## src/rtl/mult_test_pkg.sv

```systemverilog
`default_nettype none
// ============================================================================
//  Module      : mult_test_pkg
//  Description : Shared types and constants for the multiplier test sequencer.
//                - seq_state_t     : sequencer state enumeration
//                - DEFAULT_LATENCY : fixed multiplier datapath latency (cycles)
//                - run_len_width() : width needed to hold a run length of
//                                    0..2^addr_width operations
//  Revision    : 1.0 - initial release
// ============================================================================
package mult_test_pkg;

    typedef enum logic [1:0] {
        IDLE  = 2'd0,
        ISSUE = 2'd1,
        DRAIN = 2'd2,
        DONE  = 2'd3
    } seq_state_t;

    localparam int DEFAULT_LATENCY = 20;

    // A run of 2^addr_width operations needs one bit more than an address.
    function automatic int run_len_width(input int addr_width);
        return addr_width + 1;
    endfunction

endpackage : mult_test_pkg
`default_nettype wire

```

## src/rtl/wr_tag_pipe.sv

```systemverilog
`default_nettype none
// ============================================================================
//  Module      : wr_tag_pipe
//  Description : LATENCY-deep shift register of {valid, addr} write tags.
//                Stage 0 loads the incoming tag every cycle; the last stage
//                is the registered output. A synchronous flush clears every
//                valid bit (addresses are don't-care once invalid).
//  Ports       : clock      - rising-edge clock
//                resetn     - asynchronous active-low reset
//                flush      - synchronous clear of all valid bits
//                in_valid   - tag valid into stage 0
//                in_addr    - tag address into stage 0
//                out_valid  - valid bit of the last stage
//                out_addr   - address of the last stage
//                any_valid  - a tag is still held upstream of the last stage
//  Revision    : 1.0 - initial release
// ============================================================================
module wr_tag_pipe
    import mult_test_pkg::*;
#(
    parameter int LATENCY    = DEFAULT_LATENCY,   // must be >= 1
    parameter int ADDR_WIDTH = 8
)(
    input  logic                  clock,
    input  logic                  resetn,
    input  logic                  flush,
    input  logic                  in_valid,
    input  logic [ADDR_WIDTH-1:0] in_addr,
    output logic                  out_valid,
    output logic [ADDR_WIDTH-1:0] out_addr,
    output logic                  any_valid
);

    logic [LATENCY-1:0]    vld;
    logic [ADDR_WIDTH-1:0] adr [LATENCY];

    always_ff @(posedge clock or negedge resetn) begin
        if (!resetn) begin
            vld <= '0;
            for (int i = 0; i < LATENCY; i++) begin
                adr[i] <= '0;
            end
        end else begin
            if (flush) begin
                vld <= '0;
            end else begin
                vld[0] <= in_valid;
                for (int i = 1; i < LATENCY; i++) begin
                    vld[i] <= vld[i-1];
                end
            end
            adr[0] <= in_addr;
            for (int i = 1; i < LATENCY; i++) begin
                adr[i] <= adr[i-1];
            end
        end
    end

    assign out_valid = vld[LATENCY-1];
    assign out_addr  = adr[LATENCY-1];

    // The last stage's write completes in the current cycle, so only the
    // stages behind it still represent outstanding work.
    generate
        if (LATENCY > 1) begin : g_multi_stage
            assign any_valid = |vld[LATENCY-2:0];
        end else begin : g_single_stage
            assign any_valid = 1'b0;
        end
    endgenerate

endmodule : wr_tag_pipe
`default_nettype wire

```

## src/rtl/mult_test_sequencer.sv

```systemverilog
`default_nettype none
// ============================================================================
//  Module      : mult_test_sequencer
//  Description : Runs one multiplier test pass over the shared test RAMs:
//                bursts operand read addresses, delays a write tag by the
//                datapath latency to drive the result RAM, and exposes a
//                start/busy/done handshake, PLL-lock supervision and a run
//                cycle counter.
//  Options     : SEQ_LOOP_EN - adds the 'loop' input; while it is high at the
//                last address of a pass, ISSUE restarts from address 0.
//  Ports       : clock       - rising-edge clock
//                resetn      - asynchronous active-low reset
//                start       - level; a 0->1 edge in IDLE launches a run
//                abort       - synchronous abort request
//                pll_lock    - PLL lock status (already synchronised)
//                loop        - (SEQ_LOOP_EN only) repeat the address pass
//                num_ops     - operations per run, 0..2^ADDR_WIDTH
//                rd_en/rd_addr - operand read strobe / address
//                wr_en/wr_addr - result write strobe / address
//                busy        - run in ISSUE or DRAIN
//                done        - sticky, run completed normally
//                err_lock    - sticky, run refused or killed by lock loss
//                cycle_count - ISSUE+DRAIN cycles of the last run, saturating
//  Revision    : 1.0 - initial release
// ============================================================================
module mult_test_sequencer
    import mult_test_pkg::*;
#(
    parameter int ADDR_WIDTH = 8,
    parameter int LATENCY    = DEFAULT_LATENCY,   // must be >= 1
    parameter int CNT_WIDTH  = 32
)(
    input  logic                                 clock,
    input  logic                                 resetn,
    input  logic                                 start,
    input  logic                                 abort,
    input  logic                                 pll_lock,
`ifdef SEQ_LOOP_EN
    input  logic                                 loop,
`endif
    input  logic [run_len_width(ADDR_WIDTH)-1:0] num_ops,
    output logic                                 rd_en,
    output logic [ADDR_WIDTH-1:0]                rd_addr,
    output logic                                 wr_en,
    output logic [ADDR_WIDTH-1:0]                wr_addr,
    output logic                                 busy,
    output logic                                 done,
    output logic                                 err_lock,
    output logic [CNT_WIDTH-1:0]                 cycle_count
);

    localparam int NW = run_len_width(ADDR_WIDTH);

    seq_state_t            state;
    logic                  start_d;
    logic [NW-1:0]         ops_q;
    logic [ADDR_WIDTH-1:0] last_addr;
    logic                  loop_req;
    logic                  kill;
    logic                  pending;

`ifdef SEQ_LOOP_EN
    assign loop_req = loop;
`else
    assign loop_req = 1'b0;
`endif

    // For a full-size run (2^ADDR_WIDTH) the truncation yields all-ones.
    assign last_addr = ADDR_WIDTH'(ops_q - NW'(1));

    // Abort or lock loss while a run is active tears everything down in the
    // same edge: state, read strobe and every in-flight write tag.
    assign kill = busy & (abort | ~pll_lock);

    always_ff @(posedge clock or negedge resetn) begin
        if (!resetn) begin
            state       <= IDLE;
            start_d     <= 1'b0;
            ops_q       <= '0;
            rd_en       <= 1'b0;
            rd_addr     <= '0;
            busy        <= 1'b0;
            done        <= 1'b0;
            err_lock    <= 1'b0;
            cycle_count <= '0;
        end else begin
            start_d <= start;
            case (state)
                IDLE: begin
                    if (start && !start_d) begin
                        if (pll_lock) begin
                            err_lock    <= 1'b0;
                            cycle_count <= '0;
                            ops_q       <= num_ops;
                            rd_addr     <= '0;
                            if (num_ops == '0) begin
                                state <= DONE;
                                done  <= 1'b1;
                            end else begin
                                state <= ISSUE;
                                done  <= 1'b0;
                                rd_en <= 1'b1;
                                busy  <= 1'b1;
                            end
                        end else begin
                            err_lock <= 1'b1;
                        end
                    end
                end

                ISSUE, DRAIN: begin
                    if (cycle_count != '1) begin
                        cycle_count <= cycle_count + CNT_WIDTH'(1);
                    end
                    if (kill) begin
                        state <= IDLE;
                        rd_en <= 1'b0;
                        busy  <= 1'b0;
                        if (!pll_lock) begin
                            err_lock <= 1'b1;
                        end
                    end else if (state == ISSUE) begin
                        if (rd_addr == last_addr && loop_req) begin
                            rd_addr <= '0;
                        end else if (rd_addr == last_addr) begin
                            state   <= DRAIN;
                            rd_en   <= 1'b0;
                            rd_addr <= rd_addr + ADDR_WIDTH'(1);
                        end else begin
                            rd_addr <= rd_addr + ADDR_WIDTH'(1);
                        end
                    end else if (!pending) begin
                        state <= DONE;
                        busy  <= 1'b0;
                        done  <= 1'b1;
                    end
                end

                DONE: begin
                    state <= IDLE;
                end

                default: begin
                    state <= IDLE;
                end
            endcase
        end
    end

    wr_tag_pipe #(
        .LATENCY    (LATENCY),
        .ADDR_WIDTH (ADDR_WIDTH)
    ) u_wr_tag_pipe (
        .clock     (clock),
        .resetn    (resetn),
        .flush     (kill),
        .in_valid  (rd_en),
        .in_addr   (rd_addr),
        .out_valid (wr_en),
        .out_addr  (wr_addr),
        .any_valid (pending)
    );

endmodule : mult_test_sequencer
`default_nettype wire

```

## config.mk

```make
export PLATFORM = sky130hd
export DESIGN_NAME = mult_test_sequencer
export DESIGN_NICKNAME = d
export VERILOG_FILES = /design/src/rtl/mult_test_pkg.sv /design/src/rtl/wr_tag_pipe.sv /design/src/rtl/mult_test_sequencer.sv
export SDC_FILE = /design/constraint.sdc
export NUM_CORES = 1
export LEC_CHECK = 0
export CORE_MARGIN = 5
export CORE_UTILIZATION = 40
export DETAILED_ROUTE_END_ITERATION = 10
export PLACE_DENSITY = 0.63
export REMOVE_ABC_BUFFERS = 1
export SLEW_MARGIN = 30
export SYNTH_ARGS = -nofsm -noshare
export SYNTH_HDL_FRONTEND = slang
export SYNTH_SLANG_ARGS = --single-unit
export TNS_END_PERCENT = 10
```

## constraint.sdc

```tcl
create_clock -name clock -period 4.3 [get_ports clock]
set_input_delay 0.43 -clock clock [delete_from_list [all_inputs] [get_ports clock]]
set_output_delay 0.43 -clock clock [all_outputs]
set_load 0.01 [all_outputs]
```

After elaboration in Yosys (flattened, before gate mapping)
Cells that the tools add are included.

storage, ports and cells
  ROM bits = 0
  output and inout bits = 53
  bits in writable memories = 0
  bits in registers = 235
  input port bits = 14
  memories = 0
  word-level logic and storage cells = 113
  latch bits = 0

cells by class
  bitwise operators = 3
  shift-type cells = 0
  reductions and logical operators = 15
  equality and inequality tests = 21
  multiply operators = 0
  add/subtract/negate cells = 3
  muxes and demuxes = 41
  magnitude comparators = 0
  div/mod/pow operators = 0

operator list
  cell                                               number
  two-way mux 32 bit                                 3
  one-hot mux 32 bit (2 select lines)                1
  adder 32 x 1 -> 32 bit (second input constant)     1
  two-way mux 8 bit                                  4
  inequality test 32 bit (second input constant)     1
  two-way mux 20 bit                                 1
  inequality test 2 bit (second input constant)      10
  two-way mux 1 bit                                  19
  OR reduction 19 bit                                1
  AND reduction 6 bit                                3
  one-hot mux 8 bit (2 select lines)                 1
  two-way mux 2 bit                                  7
  inequality test 3 bit (second input constant)      4
  AND reduction 4 bit                                3
  logical NOT 9 bit                                  1
  adder 8 x 1 -> 8 bit (second input constant)       1
  equality test 8 bit                                1
  inequality test 4 bit (second input constant)      2
  one-hot mux 1 bit (2 select lines)                 4
  subtractor 8 x 1 -> 8 bit (second input constant)  1
  one-hot mux 2 bit (3 select lines)                 1
  AND reduction 5 bit                                1
  equality test 2 bit (second input constant)        2
  AND reduction 3 bit                                1
  9 further kinds                                    9

Logic depth before layout (Yosys ltp)
Gate-level depths: netlist of run 1.

  word-level depth = 6
  depth in mapped cells = 10
  gate-level depth less buffers = 8

By module
Synthesis of run 1 repeated with hierarchy kept, for this count alone.

second synthesis, totals
  cells, all modules = 595
  area total of the unflattened synthesis = 8,052.7 sq um

by module, submodules not included
  module               seq. area each (sq um)  area each (sq um)  instances  cells each
  wr_tag_pipe          4,504.3                 4,744.6            1          216
  mult_test_sequencer  1,376.3                 3,308.2            1          379

Least setup slack after synthesis of run 1
Ideal clock, no wire load.

  kind = register -> register
  start point = register ops_q[0]
  end point = register rd_en
  path slack = 2,112 ps
  required time = 4,182 ps
  path buffers = 1
  cell stages (with the launch flop) = 10
  period minus slack after synthesis = 2,188 ps
  library setup time = 118 ps
  arrival = 2,070 ps
  path through = dfrtp_1 > inv_1 > ha_1 > clkbuf_1 > or2_2 > a2111oi_0 > o21ai_0 > a22oi_2 > nand4_1 > a21o_1

on the way
  longest elaborated chain between the ends = 4

RTL lines
  element                                 RTL line                    source
  start, declared                         mult_test_sequencer.sv:56   logic [NW-1:0] ops_q;
  start signal, assigned                  mult_test_sequencer.sv:94   ops_q <= num_ops;
  subtractor 8 x 1 -> 8 bit               mult_test_sequencer.sv:69   assign last_addr = ADDR_WIDTH'(ops_q - NW'(1));
  equality test 8 bit                     mult_test_sequencer.sv:125  end else if (rd_addr == last_addr) begin
  inequality test 3 bit (no source line)  -
  AND reduction 6 bit (no source line)    -
  end signal, assigned                    mult_test_sequencer.sv:80   rd_en <= 1'b0;
  end signal, assigned                    mult_test_sequencer.sv:117  rd_en <= 1'b0;
  end signal, assigned                    mult_test_sequencer.sv:127  rd_en <= 1'b0;
  end, declared                           mult_test_sequencer.sv:42   output logic rd_en,

No other way between the ends.
A chain may end at the register's enable or synchronous reset.

Final worst setup path of run 1
  start point = register state[0]
  end point = register cycle_count[15]

on the way
  longest elaborated chain between the ends = 4
  elaborated cells between the ends (all ways) = 10
  classes of those cells = 5 x eq/ne; 1 x mux; 4 x reduce/logical

RTL lines
  element                                                                              RTL line                    source
  start, declared                                                                      mult_test_sequencer.sv:54   seq_state_t state;
  start signal, assigned                                                               mult_test_sequencer.sv:77   state <= IDLE;
  start signal, assigned                                                               mult_test_sequencer.sv:97   state <= DONE;
  start signal, assigned                                                               mult_test_sequencer.sv:100  state <= ISSUE;
  equality test 2 x 1 -> 1 bit / equality test 2 bit (equally long branches)           mult_test_sequencer.sv:88   case (state)
  OR reduction 2 bit                                                                   mult_test_sequencer.sv:88
  inequality test 2 bit (no source line) / nonzero test 2 bit (equally long branches)  -
  AND reduction 4 bit (no source line)                                                 -
  end signal, assigned                                                                 mult_test_sequencer.sv:113  cycle_count <= cycle_count + CNT_WIDTH'(1);
  end, declared                                                                        mult_test_sequencer.sv:49   output logic [CNT_WIDTH-1:0] cycle_count

Several ways; a longest one is shown, not always the timed one.

==> key figures, run 1 <==
Floorplanning
  • Starting Density: 0.403
  • Top Ports: 67
  • Die Ht: 152 um
  • Core area: 0.0200 mm2
  • Die W: 152 um
  • Std-Cell Rows: 52
  • DIE AREA: 0.0231 mm2

STA
  • Worst-Margin Slew: 0.766 ns
  • Clk_skew: 0.00760 ns
  • Fmax: 0.339 GHz
  • Max Slew Vio Count: 0
  • Setup TNS: 0 ns
  • Slew headroom: 0.486
  • Final WS setup: 1.35 ns
  • RSZ-0062 raised after global routing: no
  • Final Hold Fails: 0
  • # setup viols final: 0
  • Final period utilization: 0.687
  • Minimum clock period: 2.95 ns

GRT
  • First-pass GRT wire length: 25.7 mm
  • Gr ovfl total: 0
  • Largest net degree at the start of global routing: 130
  • GR Util All Layers: 0.131
  • Initial antenna violation count: 0
  • Vias in the first global route: 5075

Synthesis
  • Asr flop ratio synth: 1.00
  • Post-synth cell types: 53
  • Syn_area_per_cell: 13.5 um2
  • Sequential share of the synthesized area: 0.729
  • Mapped Cells: 598
  • Post-synth top flop: dfrtp_1
  • Post-synthesis register bit count: 235
  • Synth Warn #: 0
  • Mapped cell area: 0.00807 mm2
  • EDFF count, synth: 0

Layout
  • Final net count: 692
  • Final Core Density: 0.490
  • Post-route cell area: 0.00982 mm2
  • Area grow syn2layout: 21.7%
  • N_diodes: 0
  • Share of layout cells above drive strength 1: 0.0875

Placement
  • Port buffer count: 66
  • DP Wirelength: 9.27 mm
  • Setup WS pre-CTS: 1.24 ns
  • GP Congestion: 0.816
  • Post-placement cell area: 0.00898 mm2

Power
  • P per Cell Area: 739 mW/mm2
  • LEAKAGE: 0.00425 uW
  • Maximum vdd drop: 0.375 mV

Worst setup path
  • Worst setup path class: reg2reg
  • CP Max Fanout: 19
  • WP data required: 4.73 ns
  • Critical path endpoint category: flip-flop
  • Worst EP arrival: 3.39 ns
  • Startpoint types: flip-flop

Drt
  • Routed via count: 4785
  • Total wire length: 14.9 mm
  • Vias per inst: 5.01
  • 1st-iter DRT viols: 327
  • WL per Instance: 15.5 um
  • DRC Markers: 0
  • Antenna viol nets, final: 0
  • Drt first pass iters: 7

Clocking
  • Clock latency on the worst-skew pair: 0.50 ns
  • Root buffer cell: clkbuf_16
  • CTS tree: done
  • Reg clk slew, reported paths: 0.06 ns
  • CTS Buf Count: 24
  • Clk buf depth: 3
  • # clock sinks: 235
  • Htree depth: 1

Hold path
  • Hold crit path type: reg2reg

Run
  • Max cap viols: 0

Status
  • Outcome: finished clean
## cells in the mapped netlist, types with 8 or more instances
library cell	count	area, um2
dfrtp_1	235	5880
clkbuf_1	14	52.6
nand2_1	48	180
buf_4	8	60.1
nor2_1	37	139
nand3_1	20	100
nand4_1	10	62.6
a21oi_1	16	80.1
nor3_1	17	85.1
mux2_2	9	101
xnor2_1	14	123
nor4_1	9	56.3
o21ai_0	25	125
inv_1	12	45.0
and2_1	22	138
## cell type report
type                       count  area, um2
timing repair buffer          74        752
tap                          270        338
inverter                      12       45.0
multi-input combinational    324       2000
clock buffer                  34        669
sequential                   235       5880
clock inverter                 7        139
fill                        1759      10200
## cells by family after synthesis
kind of cell / synth area share
buf+inv: 0.0239
xor+xnor: 0.0217
simple gates: 0.129
compound gates: 0.0693
mux: 0.0163
fa+ha+maj: 0.0109
flops: 0.729
## path summary, 6_finish.rpt
check                                                       from                                  end  slack [ns]  cells past startpoint
worst max-delay path                        state[0]$_DFFE_PN0P_          cycle_count[15]$_DFFE_PN0P_        1.35                      8
worst min-delay path            u_wr_tag_pipe.adr[126]$_DFF_PN0_     u_wr_tag_pipe.adr[118]$_DFF_PN0_        0.34                      0
worst max register to register              state[0]$_DFFE_PN0P_          cycle_count[15]$_DFFE_PN0P_        1.35                      8
worst min register to register  u_wr_tag_pipe.adr[126]$_DFF_PN0_     u_wr_tag_pipe.adr[118]$_DFF_PN0_        0.34                      0
max in group asynchronous                                 resetn      u_wr_tag_pipe.adr[95]$_DFF_PN0_        2.67                      4
min in group asynchronous                                 resetn  u_wr_tag_pipe.out_addr[5]$_DFF_PN0_        0.43                      2
## worst max-delay path, cell delays in order, from the launching register on
cell and delay [ns]:
dfrtp_1 0.39, inv_1 0.13, ha_1 0.30, nand4b_1 0.60, nand2_1 0.43, o31ai_4 0.25
buf_6 0.22, or4_1 0.47, nand3_1 0.10
## state kept, by name, indices dropped and copies added, names as in the netlist
signal,cells
cycle_count,32
u_wr_tag_pipe.vld,20
state,2
ops_q,8
start_d,1
rd_en,1
done,1
u_wr_tag_pipe.adr,152
err_lock,1
busy,1
rd_addr,8
u_wr_tag_pipe.out_addr,8
## layout by cell type, fill, tap and decap left out, types with 12 or more instances in the layout
master           instances
dfrtp_1                235
clkdlybuf4s50_1         65
nand2_1                 48
nor2_1                  36
o21ai_0                 25
clkbuf_16               25
and2_1                  22
nand3_1                 20
nor3_1                  17
a21oi_1                 16
xnor2_1                 14
inv_1                   12
## timing repair
item	4_1_cts	5_1_grt
resized for setup	0	0
endpoints found under the hold margin	0	45
setup endpoints to repair	0	0
hold buffers	0	1
setup buffers	0	0
## metrics by stage
stage | hold slack (ns) | std cells | power (uW)
finish | 0.343 | 956 | 7260
floorplan | 0.134 | 571 | 4380
global placement | 0.332 | 912 | 5000
CTS | 0.0734 | 954 | 7350
global route | 0.348 | 956 | 7740
detailed placement | 0.335 | 913 | 5170
## where the power goes
part / switching, uW / internal, uW / leakage [uW] / total, uW
Sequential: 450 / 3070 / 0.00283 / 3520
Clock: 798 / 1320 / 0.000393 / 2120
Combinational: 919 / 702 / 0.00103 / 1620
## metal layers
metal / wire length, um / up-vias / global-route usage
li1: - / 2197 / -
met1: 6600 / 2439 / 0.178
met2: 7270 / 123 / 0.214
met3: 646 / 26 / 0.0279
met4: 337 / 0 / 0.0390
met5: 0 / - / 0
(Power assumes the default switching activity.)
==> inputs of run 2 (changes only) <==
--- a/config.mk
+++ b/config.mk
@@ -8,7 +8,7 @@
 export CORE_MARGIN = 5
 export CORE_UTILIZATION = 40
 export DETAILED_ROUTE_END_ITERATION = 10
-export PLACE_DENSITY = 0.63
+export PLACE_DENSITY = 0.65
 export REMOVE_ABC_BUFFERS = 1
 export SLEW_MARGIN = 30
 export SYNTH_ARGS = -nofsm -noshare
==> constraint.sdc (replaced) <==
create_clock -name clock -period 2.4 [get_ports clock]
set_input_delay 0.24 -clock clock [delete_from_list [all_inputs] [get_ports clock]]
set_output_delay 0.24 -clock clock [all_outputs]
set_load 0.01 [all_outputs]
==> run 2 against run 1 <==
Net effect:
- non-clock buffer count rose by 13
- final cell count is 1.3% higher
- critical path depth is 1 higher
- combinational power up 93%
- sequential cell count did not move
- via count rose by 0.63%
- register-to-register slack got worse by 1.2 ns
- critical path type unchanged
- clock skew increased by 0.0029 ns
- largest cell class unchanged
- design area grew 1.0%
- setup slack worse by 1.2 ns
- worst hold slack got worse by 0.077 ns
==> key figures, run 2 (synthesis gave the netlist of run 1 again) <==
GRT
  • Initial antenna violation count: 0 (unchanged)
  • GR Util All Layers: 0.129 (-0.00148)
  • Vias in the first global route: 5016 (-1.2%)
  • First-pass GRT wire length: 25.4 mm (-1.0%)
  • Largest net degree at the start of global routing: 95 (-27%)
  • Gr ovfl total: 0 (unchanged)

Clocking
  • Clock latency on the worst-skew pair: 0.50 ns (about the same)
  • Reg clk slew, reported paths: 0.06 ns (about the same)
  • CTS Buf Count: 24 (unchanged)
  • # clock sinks: 235 (unchanged)
  • Clk buf depth: 3 (unchanged)
  • Root buffer cell: clkbuf_16
  • CTS tree: done
  • Htree depth: 1 (unchanged)

Worst setup path
  • Worst R2R Setup Slack: 0.11 ns (-1.24 ns)
  • Worst EP arrival: 2.67 ns (-0.72 ns)
  • Critical path endpoint category: flip-flop
  • CP Max Fanout: 29 (+10)
  • Reg2reg start: state[0]$_DFFE_PN0P_
  • CP startpoint: state[0]$_DFFE_PN0P_
  • Worst r2r path cells: 9 (+1)
  • Worst setup path class: reg2reg
  • Worst reg2reg endpoint: cycle_count[8]$_DFFE_PN0P_
  • Startpoint types: flip-flop
  • WP data required: 2.78 ns (-1.95 ns)

Placement
  • Setup WS pre-CTS: 0.123 ns (-1.12 ns)
  • Port buffer count: 66 (unchanged)
  • DP Wirelength: 9.47 mm (+2.1%)
  • GP Congestion: 0.872 (+6.9%)
  • Post-placement cell area: 0.00910 mm2 (+1.4%)
  • Placed insts: 924 (+1.2%)

Drt
  • Drt first pass iters: 5 (-2)
  • WL per Instance: 15.6 um (+0.14%)
  • Total wire length: 15.1 mm (+1.4%)
  • 1st-iter DRT viols: 273 (-17%)
  • Antenna viol nets, final: 0 (unchanged)
  • DRC Markers: 0 (unchanged)
  • Vias per inst: 4.97 (-0.62%)
  • Routed via count: 4815 (+0.63%)

Floorplanning
  • Die W: 152 um (unchanged)
  • Top Ports: 67 (unchanged)
  • Die Ht: 152 um (unchanged)
  • DIE AREA: 0.0231 mm2 (unchanged)
  • Core area: 0.0200 mm2 (unchanged)
  • Std-Cell Rows: 52 (unchanged)
  • Starting Density: 0.403 (unchanged)

STA
  • Max Slew Vio Count: 0 (unchanged)
  • Fmax: 0.436 GHz (+29%)
  • Final WS setup: 0.107 ns (-1.24 ns)
  • # setup viols final: 0 (unchanged)
  • Slew headroom: 0.527 (+0.0412)
  • Minimum clock period: 2.29 ns (-0.660 ns)
  • Final period utilization: 0.956 (+0.269)
  • Clk_skew: 0.0105 ns (+0.00294 ns)
  • Final Hold Fails: 0 (unchanged)
  • Worst-Margin Slew: 0.709 ns (-0.0572 ns)

Power
  • Maximum vdd drop: 0.687 mV (+83%)
  • LEAKAGE: 0.00430 uW (+1.3%)
  • P per Cell Area: 1310 mW/mm2 (+77%)

Layout
  • Max reg flops: 152 (unchanged)
  • Most common cell after layout, fill and taps aside: dfrtp_1
  • Most frequent cells in the layout: 235 x dfrtp_1, 65 x clkdlybuf4s50_1, 48 x nand2_1
  • Post-route cell area: 0.00992 mm2 (+1.0%)
  • Share of layout cells above drive strength 1: 0.117 (+0.0300)
  • N_diodes: 0 (unchanged)
  • Final net count: 705 (+1.9%)
  • Biggest regs: u_wr_tag_pipe.adr x152, cycle_count x32, u_wr_tag_pipe.vld x20
  • Area grow syn2layout: 23.0%
  • Cell Count, Final, Fillers Out: 968 (+1.3%)
  • Reg with most FFs: u_wr_tag_pipe.adr

Hold path
  • Hold path endpoint: start_d$_DFF_PN0_
  • Cell count of the worst hold path: 1 (+1)
  • Hold crit path type: in2reg
  • Hold Startpoint: start

Status
  • Outcome: finished clean

Run
  • Max cap viols: 0 (unchanged)
## run 2: stage by stage
stage	util	hold slack, ns	total power, uW	TNS [ns]
finish	0.495	0.266	13000	0
floorplan	-	-0.0556	7840	-7.50
CTS	0.493	0.247	13100	0
detailed placement	0.454	0.319	9410	0
global placement	0.454	0.301	9140	0
global route	0.495	0.251	13800	-0.00226
## run 2: critical path, stage by stage (launching register included)
cell and delay [ns]:
dfrtp_1 0.36, inv_1 0.09, ha_2 0.35, nand2_1 0.06, or4_4 0.47, o31ai_4 0.32, buf_12 0.21, nor3_1 0.07
a21oi_1 0.14, o21ai_1 0.08
## run 2: cell type report
cell class              instances  area (um2)
fillers                      1757       10100
flip-flops and latches        235        5880
multi-input cells             324        2010
repair buffers                 87         876
clock buffers                  31         677
well taps                     270         338
clock inverters                 9        93.8
inverters                      12        45.0
## run 2: layer usage
metal	up-vias	GRT usage	routed length [um]
met4	0	0.0355	274
met5	-	0	0
li1	2218	-	-
met3	27	0.0267	667
met1	2448	0.183	6920
met2	122	0.206	7210
## run 2: where the power goes
part	switching (uW)	internal, uW	total [uW]	leakage (uW)
sequential	773	5500	6270	0.00283
combinational	1710	1420	3130	0.00110
clock	1460	2100	3560	0.000375
## run 2: what timing repair did
| item | in CTS | in global routing |
|---|---|---|
| hold buffers | 1 | 0 |
| endpoints found under the hold margin | 89 | 0 |
| gates resized for setup | 0 | 6 |
| endpoints found under the setup margin | 0 | 13 |
| setup buffers | 0 | 3 |
## run 2: worst max path at each step
| stage | endpoint | slack [ns] | cells past startpoint |
|---|---|---|---|
| global placement | rd_en$_DFFE_PN0P_ | 0.21 | 8 |
| CTS | rd_addr[5]$_DFFE_PN0P_ | 0.1 | 8 |
| finish | cycle_count[8]$_DFFE_PN0P_ | 0.11 | 9 |
| detailed placement | rd_addr[5]$_DFFE_PN0P_ | 0.12 | 8 |
| floorplan | cycle_count[20]$_DFFE_PN0P_ | -0.50 | 8 |
| global route | state[0]$_DFFE_PN0P_ | -0.002 | 8 |
